===== src/rtl/sram_arbiter.sv =====
// Two-requester arbiter/sequencer for the single-port 16384x32 SRAM macro.
// Latches one request per grant, drives registered macro pins, returns Q with a one-cycle ready.
module sram_arbiter #(
    parameter int ADDR_W      = 14,
    parameter bit ROUND_ROBIN = 1'b1
) (
    input  logic              CLK,
    input  logic              RST,
    input  logic              a_valid,
    output logic              a_ready,
    input  logic [ADDR_W-1:0] a_addr,
    input  logic [31:0]       a_wdata,
    input  logic [3:0]        a_wstrb,
    output logic [31:0]       a_rdata,
    input  logic              b_valid,
    output logic              b_ready,
    input  logic [ADDR_W-1:0] b_addr,
    input  logic [31:0]       b_wdata,
    input  logic [3:0]        b_wstrb,
    output logic [31:0]       b_rdata,
    output logic [ADDR_W-1:0] sram_a,
    output logic [31:0]       sram_d,
    output logic [31:0]       sram_wen,
    output logic              sram_cen,
    input  logic [31:0]       sram_q,
    input  logic              sram_rdy
);

    // state | meaning
    // IDLE  | macro deselected, waiting for a request
    // ISSUE | CEn low, macro samples the request on this edge
    // RESP  | Q/RDY valid; complete (maybe chaining the other port) or retry
    typedef enum logic [1:0] {IDLE, ISSUE, RESP} state_t;

    state_t            state, state_nxt;
    logic              gnt_b, gnt_b_nxt;
    logic              last_b, last_b_nxt;
    logic [3:0]        req_wstrb, req_wstrb_nxt;
    logic [ADDR_W-1:0] sram_a_nxt;
    logic [31:0]       sram_d_nxt, sram_wen_nxt;
    logic              sram_cen_nxt;
    logic              a_ready_nxt, b_ready_nxt;
    logic [31:0]       a_rdata_nxt, b_rdata_nxt;
    logic              issue, issue_b;

    function automatic logic [31:0] strb_to_wen(input logic [3:0] strb);
        logic [31:0] wen;
        wen = '1;
        for (int k = 0; k < 4; k++) begin
            wen[8*k +: 8] = {8{~strb[k]}};
        end
        return wen;
    endfunction

    always_comb begin
        state_nxt     = state;
        gnt_b_nxt     = gnt_b;
        last_b_nxt    = last_b;
        req_wstrb_nxt = req_wstrb;
        sram_a_nxt    = sram_a;
        sram_d_nxt    = sram_d;
        sram_wen_nxt  = '1;
        sram_cen_nxt  = 1'b1;
        a_ready_nxt   = 1'b0;
        b_ready_nxt   = 1'b0;
        a_rdata_nxt   = a_rdata;
        b_rdata_nxt   = b_rdata;
        issue         = 1'b0;
        issue_b       = 1'b0;

        case (state)
            IDLE: begin
                if (a_valid || b_valid) begin
                    issue   = 1'b1;
                    issue_b = b_valid && (!a_valid || (ROUND_ROBIN && !last_b));
                end
            end
            ISSUE: begin
                state_nxt = RESP;
            end
            RESP: begin
                if (sram_rdy) begin
                    if (gnt_b) begin
                        b_ready_nxt = 1'b1;
                        b_rdata_nxt = sram_q;
                    end else begin
                        a_ready_nxt = 1'b1;
                        a_rdata_nxt = sram_q;
                    end
                    // only the other port may chain; the completing one goes back through IDLE
                    if (gnt_b ? a_valid : b_valid) begin
                        issue   = 1'b1;
                        issue_b = !gnt_b;
                    end else begin
                        state_nxt = IDLE;
                    end
                end else begin
                    sram_cen_nxt = 1'b0;
                    sram_wen_nxt = strb_to_wen(req_wstrb);
                    state_nxt    = ISSUE;
                end
            end
            default: begin
                state_nxt = IDLE;
            end
        endcase

        if (issue) begin
            state_nxt     = ISSUE;
            gnt_b_nxt     = issue_b;
            last_b_nxt    = issue_b;
            sram_cen_nxt  = 1'b0;
            sram_a_nxt    = issue_b ? b_addr  : a_addr;
            sram_d_nxt    = issue_b ? b_wdata : a_wdata;
            req_wstrb_nxt = issue_b ? b_wstrb : a_wstrb;
            sram_wen_nxt  = strb_to_wen(issue_b ? b_wstrb : a_wstrb);
        end
    end

    always_ff @(posedge CLK) begin
        if (RST) begin
            state     <= IDLE;
            gnt_b     <= 1'b0;
            last_b    <= 1'b1;
            req_wstrb <= '0;
            sram_a    <= '0;
            sram_d    <= '0;
            sram_wen  <= '1;
            sram_cen  <= 1'b1;
            a_ready   <= 1'b0;
            b_ready   <= 1'b0;
            a_rdata   <= '0;
            b_rdata   <= '0;
        end else begin
            state     <= state_nxt;
            gnt_b     <= gnt_b_nxt;
            last_b    <= last_b_nxt;
            req_wstrb <= req_wstrb_nxt;
            sram_a    <= sram_a_nxt;
            sram_d    <= sram_d_nxt;
            sram_wen  <= sram_wen_nxt;
            sram_cen  <= sram_cen_nxt;
            a_ready   <= a_ready_nxt;
            b_ready   <= b_ready_nxt;
            a_rdata   <= a_rdata_nxt;
            b_rdata   <= b_rdata_nxt;
        end
    end

endmodule


===== config.mk =====
export PLATFORM = sky130hd
export DESIGN_NAME = sram_arbiter
export DESIGN_NICKNAME = d
export VERILOG_FILES = /design/src/rtl/sram_arbiter.sv
export SDC_FILE = /design/constraint.sdc
export NUM_CORES = 1
export LEC_CHECK = 0
export CAP_MARGIN = 10
export CORE_ASPECT_RATIO = 0.7
export CORE_MARGIN = 2
export CORE_UTILIZATION = 35
export CTS_CLUSTER_SIZE = 25
export DETAILED_ROUTE_END_ITERATION = 10
export DONT_BUFFER_PORTS = 1
export GPL_TIMING_DRIVEN = 0
export SLEW_MARGIN = 0
export SYNTH_ARGS = -nofsm -noshare
export SYNTH_HDL_FRONTEND = slang
export SYNTH_SLANG_ARGS = --single-unit

===== constraint.sdc =====
create_clock -name CLK -period 2.14 [get_ports CLK]
set_input_delay 0.214 -clock CLK [delete_from_list [all_inputs] [get_ports CLK]]
set_output_delay 0.214 -clock CLK [all_outputs]
set_load 0.005 [all_outputs]

======== Word-level counts from Yosys, hierarchy flattened ========
Index checks and enable logic that the tools add are counted.
cells by class
  shift-type cells ........................ 0
  bitwise gates (word level) .............. 12
  equal/unequal tests ..................... 5
  mux-type cells .......................... 24
  order comparisons ....................... 0
  divide/modulo/power cells ............... 0
  $add $sub $neg .......................... 0
  reductions and logical operators ........ 13
  multiply operators ...................... 0
operators with widths
  cell                                                             count
  32-bit two-way mux                                               4
  14-bit two-way mux                                               1
  1-bit two-way mux                                                13
  1-bit NOT                                                        12
  2-bit case mux with 3 select lines                               1
  3-bit AND reduction                                              2
  2-bit two-way mux                                                2
  4-bit two-way mux                                                1
  4-bit inequality test, second input constant                     1
  1-bit case mux with 2 select lines                               2
  2-bit AND reduction                                              2
  1-bit logical NOT                                                3
  3-bit inequality test, second input constant                     1
  3-bit OR reduction                                               1
  2-bit by 1-bit == test with 1-bit output, second input constant  1
  2-bit == test, second input constant                             1
  2-bit logical NOT                                                1
  1-bit logical OR                                                 2
  2-bit inequality test, second input constant                     1
  2-bit OR reduction                                               1
  1-bit logical AND                                                1
storage, ports and cells
  register bits after elaboration ......... 153
  logic and storage cells ................. 67
  RAM bits ................................ 0
  input bits .............................. 137
  output and inout bits ................... 145
  memories ................................ 0
  bits in latches ......................... 0
  bits in read-only memories .............. 0

======== Logic depth before layout (Yosys ltp) ========
Gate-level depths: netlist of the first run.
  word-level depth ........................ 8
  depth in mapped cells ................... 7
  gate-level depth less buffers ........... 4

======== Least setup slack after synthesis of the first run ========
Ideal clock, no wire load.
  path type ............................... flip-flop to flip-flop
  start point ............................. reg state[1]
  end point ............................... reg req_wstrb[2]
  data required time ...................... 2025 ps
  period minus slack after synthesis ...... 1791 ps
  slack ................................... 349 ps
  buffers on the path ..................... 1
  setup time .............................. 115 ps
  cell stages (with the launch flop) ...... 6
  arrival time ............................ 1676 ps
  cells stage by stage .................... dfxtp_1 > buf_6 > and3b_1 > a2111oi_4 > mux2_4 > o21a_1
between the ends
  word-level cells in the longest chain between the ends .. 3
  elaborated cells between the ends (all ways) .. 5
  classes of those cells .................. 1 x eq/ne; 3 x mux; 1 x reduce/logical
ends and longest elaborated chain
  item                                                RTL line  source
  from (decl)                                         35        state_t state, state_nxt;
  from (signal assigned)                              135       state <= state_nxt;
  2-bit == test or 2-bit logical NOT (tied branches)  71        case (state)
  1-bit case mux with 2 select lines                  71
  4-bit two-way mux                                   115       req_wstrb_nxt = issue_b ? b_wstrb : a_wstrb;
  to (signal assigned)                                138       req_wstrb <= req_wstrb_nxt;
  to (decl)                                           38        logic [3:0] req_wstrb, req_wstrb_nxt;
Parallel ways exist; a longest one is shown, timed or not.
A chain may end at the register's enable or synchronous reset.

======== Worst setup path after layout of the first run ========
Ends and elaborated chain as after synthesis.

==> out/qor.yml, run 1 <==
netlist_top_cells_count: "nand2_1 (130), dfxtp_1 (125), a21oi_1 (67)"
fin_nets: 852
slew-limit-headroom_pct: 46.8
cp_slowest_cell: "a2111oi_4"
power_mw: 6.23
synth_top_family_by_area: "compound AO/OA/AOI/OAI gates"
synth-seq-area-share_pct: 51.3
yosys_register_bits: 125
synthSimpleGateAreaFrac_pct: 12.9
startpoint_type: "flop"
worstPathMaxFanout: 9
synth.mux.area_fraction_pct: 0.924
antenna_found_initial: 1
syn_nets: 711
dieArea_um2: 14900
synthArstFlopShare_pct: 0
grt_pass1_wl_um: 23200
arrival_ns: 2.31
clock_path_buffers: 2
clkTransAtPathRegs_ns: 0.06
grt_setup_unrepaired: "false"
maxCapViolations: 0
antenna_left: 0
ios: 282
fill_cells: 1248
dr.pass1.iters: 6
cts_tree: "done"
top_layer_used: "met4"
dr_wl_met2_um: 7550
grt_pass1_vias: 4502
ys_top_cells_by_area: "dfxtp_1 (51%), nand2_1 (10%), a22oi_1 (7.1%), a21oi_1 (6.9%), buf_4 (4.9%)"
routed_wl_um: 15600
ir_worst_vdd_uv: 489
synth.distinct_cells: 34
wl_per_cell_um: 17.0
crit_chain: "buf_6 > and3b_1 > a2111oi_4 > mux2_4 > o21a_1"
die_height_um: 103
multiInputGateArea_um2: 1790
synth_top_area_share_pct: 51.3
start_util_pct: 35.5
syn_avg_cell_area_um2: 8.49
gp_congestion: 0.811
cts_sinks: 125
syn_inst: 574
dpl_cell_area_um2: 5110
hpwlAfterDp_um: 10300
grtUsageTotal_pct: 19.7
final_util_pct: 50.6
die_w_um: 145
yosysWarningCount: 0
synth_ff_type: "dfxtp_1"
max_slew.worst_pin.slew_ns: 0.799
layout_setup_ws_ns: 0.125
core.rowCount: 36
routed-via-count: 4603
portBuffers: 0
layout-drive-gt1-share_pct: 10.9
synthAdderAreaFrac_pct: 0
postLayoutCellArea_um2: 6960
vias_per_cell: 5.01
setup_violations: 0
antennaDiodeCount: 0
path_class: "reg2reg"
fmax_ghz: 0.496
max_stage_delay_ns: 0.67
final.setup.tns_ns: 0
syn_area_um2: 4870
pre_cts_slack_ns: 0.0211
cts_root_buf: "clkbuf_16"
cp.required_ns: 2.43
register_area_um2: 2500
yosysMostFrequentCell: "nand2_1"
dr_wl_met3_um: 1010
synth_top_area_cell: "dfxtp_1"
grt_overflow: 0
slew_violations: 0
drt-met1-wl_um: 6680
status: "completed"
syn2layout_area_growth_pct: 42.7
cts_buffers: 17
hp-class: "in2reg"
drtIter0Drc: 316
grt_max_degree: 17
cp-end-kind: "flop"
post-route-min-period_ns: 2.02
clkLatencyLatePin_ns: 0.40
htreeDepth: 4
p_leak_nw: 2.53
post-route-period-util_pct: 94.2
synth_compound_area_share_pct: 22.9
coreArea_um2: 13700
synthXorXnorAreaFrac_pct: 0
drc: 0
finalHoldViolCount: 0
synth_edf_count: 0
powerDensity_nw_per_um2: 896
finalClockSkew_ns: 0.0107
[area by class of cell]
cell class,instances,share of cell area (%)
Inverter,50,2.70
Sequential cell,125,36.0
Clock buffer,18,6.31
Timing Repair Buffer,122,17.7
Multi-Input combinational cell,337,25.8
Buffer,62,5.67
Clock inverter,14,2.43
Tap cell,190,3.42
[layer usage]
| metal | vias to the layer above | track usage [%] |
|---|---|---|
| li1 | 2189 | - |
| met1 | 2163 | 24.3 |
| met2 | 221 | 32.2 |
| met3 | 30 | 6.50 |
| met4 | 0 | 8.45 |
| met5 | - | 0 |
[worst max-delay path: cells and delay by family (launching register included)]
| kind | cells | cell delay [ns] |
|---|---|---|
| multiplexers | 1 | 0.37 |
| flip-flops | 1 | 0.32 |
| AO/OA/AOI/OAI | 2 | 0.83 |
| buffers and inverters | 1 | 0.14 |
| AND/OR/NAND/NOR | 1 | 0.25 |
[final timing paths]
| check | start | endpoint | slack [ns] | cells after the start |
|---|---|---|---|---|
| setup / recovery | state[1] | req_wstrb[2] | 0.12 | 5 |
| hold / removal | a_wdata[19] | sram_d[19] | 0.03 | 2 |
| setup reg to reg | state[1] | req_wstrb[2] | 0.12 | 5 |
| hold reg to reg | req_wstrb[1] | sram_wen[15] | 0.44 | 1 |
[flip-flops by register name, summed over array words and instances (netlist names)]
name	count
a_rdata	32
b_rdata	32
sram_d	32
sram_a	14
req_wstrb	4
sram_wen	4
state	2
a_ready	1
b_ready	1
gnt_b	1
last_b	1
sram_cen	1
[cells in the final DEF, fill, tap and decap left out, drive strengths merged]
cell type      n
o31ai          3
nand3          3
mux2i          3
nor2           6
o31a           1
nand3b         1
bufinv         2
clkinv         2
o211ai         1
and3b          1
or3            1
nor2b          4
nor3           2
nand2b         4
a2111oi        3
and3           2
a21boi         2
dfxtp        125
a211o          1
o21a           1
or2            1
clkinvlp       1
clkbuf        40
mux2           1
buf           41
a2bb2oi        3
a31oi          1
a22oi         46
a21oi         67
o21ai         48
a21o           1
inv           59
dlygate4sd3  121
nand2        130
[report_power, final]
group          switching, mW  leakage [nW]  internal (mW)  total [mW]
combinational          0.327          1.22          0.357       0.684
clock                   1.16         0.297           1.79        2.95
sequential             0.128          1.02           2.47        2.60
[what timing repair did]
action | in CTS | in global routing
hold endpoints to repair | 109 | 0
setup buffers | 0 | 1
hold buffers | 121 | 0
endpoints found under the setup margin | 0 | 39
resized for setup | 0 | 1
[cell families after synthesis]
family	count (synthesis)
compound gates	178
buf+inv	112
flops	125
simple gates	155
mux	4
[metrics by stage]
step	hold slack [ns]	std cells
2_1_floorplan	0.345	574
3_3_place_gp	0.351	764
3_5_place_dp	0.357	764
4_1_cts	0.000249	917
5_1_grt	0.00632	918
6_report	0.0251	918
Note: power is estimated with default switching activity, not from simulation.
==> inputs of run 2 (changes only) <==
clock period = 2.6 ns   (was 2.14 ns; I/O delays follow)
==> run 2 against run 1 <==
Total power down 19%. Worst setup slack better by 0.23 ns. Highest routed layer unchanged. Hold slack worse by 0.0098 ns. Routed wire length down 8.4%. Via count down 4.8%. Count of clock-buffer cells in the layout unchanged. Global-route usage down 1.9 points. Die area unchanged. Clock power down 18%. Final area down 7.4%.
==> out/qor.yml, run 2 (synthesized netlist as in run 1, its figures left out) <==
status: "completed"  # unchanged
max_slew.worst_pin.slew_ns: 0.766  # was 0.799 ns
clkLatencyLatePin_ns: 0.41  # was 0.40 ns
power_mw: 5.05  # was 6.23 mW
cp-end-kind: "flop"  # unchanged
ios: 282  # unchanged
layout_commonest_cell: "nand2_1"  # unchanged
grt_pass1_wl_um: 21000  # was 23200 µm
power.share.clock_pct: 48.1  # was 47.4%
layout-drive-gt1-share_pct: 11.5  # was 10.9%
p_leak_nw: 2.32  # was 2.53 nW
comb_power_share_pct: 9.7  # was 11.0%
whs_endpoint: "sram_d[22]"  # was sram_d[19]
r2r_slack_ns: 0.35  # was 0.12 ns
core.rowCount: 36  # unchanged
min_from: "a_wdata[22]"  # was a_wdata[19]
powerDensity_nw_per_um2: 784  # was 896 nW/µm²
portBuffers: 0  # unchanged
r2r_end: "sram_d[23]"  # was req_wstrb[2]
setup_violations: 0  # unchanged
cp_slowest_cell: "a2111oi_4"  # unchanged
cts_root_buf: "clkbuf_16"  # unchanged
p_switching_mw: 1.30  # was 1.61 mW
final_cell_mix: "nand2_1 (130), dfxtp_1 (125), dlygate4sd3_1 (71)"  # was nand2_1 (130), dfxtp_1 (125), dlygate4sd3_1 (121)
antenna_left: 0  # unchanged
slew_violations: 0  # unchanged
internal_power_mw: 3.75  # was 4.62 mW
fmax_ghz: 0.445  # was 0.496 GHz
finalClockSkew_ns: 0.0118  # was 0.0107 ns
dieArea_um2: 14900  # unchanged
cts_sinks: 125  # unchanged
die_height_um: 103  # unchanged
post-route-min-period_ns: 2.25  # was 2.02 ns
grt_overflow: 0  # unchanged
finalHoldViolCount: 0  # unchanged
gp_congestion: 0.811  # unchanged
drtIter0Drc: 281  # was 316
cts_buffers: 17  # unchanged
hpwlAfterDp_um: 10300  # unchanged
grt_setup_unrepaired: "false"  # unchanged
switching_share_pct: 25.7  # was 25.9%
post-route-period-util_pct: 86.4  # was 94.2%
maxCapViolations: 0  # unchanged
htreeDepth: 4  # unchanged
hp-class: "in2reg"  # unchanged
syn2layout_area_growth_pct: 32.1  # was 42.7%
die_w_um: 145  # unchanged
slew-limit-headroom_pct: 48.9  # was 46.8%
fin_nets: 802  # was 852
final.setup.tns_ns: 0  # unchanged
clock_path_buffers: 2  # unchanged
clkTransAtPathRegs_ns: 0.06  # about the same
crit_chain: "buf_6 > a21boi_2 > a2111oi_4 > a22oi_1 > dlygate4sd3_1 > o21ai_0"  # was buf_6 > and3b_1 > a2111oi_4 > mux2_4 > o21a_1
grt_pass1_vias: 4063  # was 4502
dr.pass1.iters: 5  # was 6
arrival_ns: 2.56  # was 2.31 ns
fill_cells: 1293  # was 1248
routed-via-count: 4381  # was 4603
wl_per_cell_um: 16.4  # was 17.0 µm
ir_worst_vdd_uv: 403  # was 489 µV
holdPathStages: 2  # unchanged
worstPathMaxFanout: 10  # was 9
antenna_found_initial: 1  # unchanged
cts_tree: "done"  # unchanged
max_stage_delay_ns: 0.74  # was 0.67 ns
cp.required_ns: 2.92  # was 2.43 ns
r2r_cells: 6  # was 5
reg.largest.list: "a_rdata (32), b_rdata (32), sram_d (32)"  # unchanged
power_frac_seq_pct: 42.3  # was 41.7%
grtUsageTotal_pct: 17.8  # was 19.7%
grt_max_degree: 17  # unchanged
r2r-start: "state[1]"  # unchanged
start_util_pct: 35.5  # unchanged
coreArea_um2: 13700  # unchanged
path_class: "reg2reg"  # unchanged
routed_wl_um: 14300  # was 15600 µm
drc: 0  # unchanged
startpoint_type: "flop"  # unchanged
vias_per_cell: 5.04  # was 5.01
[run 2: power groups by stage]
stage	clock network (mW)	logic (mW)	registers [mW]
after floorplan	0	0.311	2.14
after global placement	0	0.374	2.17
after global routing	2.58	0.542	2.15
final	2.43	0.487	2.13
after CTS	2.48	0.481	2.13
after detailed placement	0	0.387	2.17
[run 2: worst max path at each step]
stage,start,end,slack [ns],depth (start not counted)
finish,state[1],sram_d[23],0.35,6
global route,state[1],sram_d[23],0.17,6
CTS,state[1],sram_d[23],0.05,6
detailed placement,state[1],sram_a[11],0.48,6
global placement,state[1],sram_d[0],0.60,6
floorplan,state[1],req_wstrb[2],0.81,5
[run 2: per-layer routing]
metal,vias to the layer above,GRT usage (%),wire (µm)
li1,2084,-,-
met1,2074,23.4,6430
met2,201,27.5,6610
met3,22,5.88,989
met4,0,7.01,236
met5,-,0,0
[run 2: layout make-up]
class	instances	area (µm²)	area share, %
tap	190	238	3.69
buffer	62	394	6.12
sequential	125	2500	38.9
clock buffer	18	439	6.82
inverter	50	188	2.91
timing repair buffer	72	718	11.2
antenna	1	2.50	0.0389
clock inverter	14	169	2.62
multi-input combinational	337	1790	27.8
[run 2: worst max-delay path: cells and delay by family, from the launching register on]
family / cells / cell delay (ns)
AO/OA/AOI/OAI: 4 / 1.12
flip-flops: 1 / 0.30
buffers and inverters: 2 / 0.74
[run 2: what timing repair did]
item / CTS / global route
endpoints found under the hold margin: 93 / 2
hold buffers: 69 / 2
endpoints found under the setup margin: 0 / 1
gates resized for setup: 0 / 0
buffers inserted: 0 / 1
[run 2: through the flow]
| step | utilization [%] | area (µm²) | setup WS [ns] | hold slack (ns) | std cells |
|---|---|---|---|---|---|
| finish | 46.9 | 6440 | 0.353 | 0.0153 | 869 |
| global route | 46.9 | 6440 | 0.169 | 0.0000732 | 868 |
| CTS | 46.7 | 6410 | 0.0511 | 0.000508 | 865 |
| detailed placement | 37.2 | 5110 | 0.481 | 0.403 | 764 |
| global placement | 37.2 | 5110 | 0.598 | 0.397 | 764 |
| floorplan | - | 4870 | 0.809 | 0.391 | 574 |
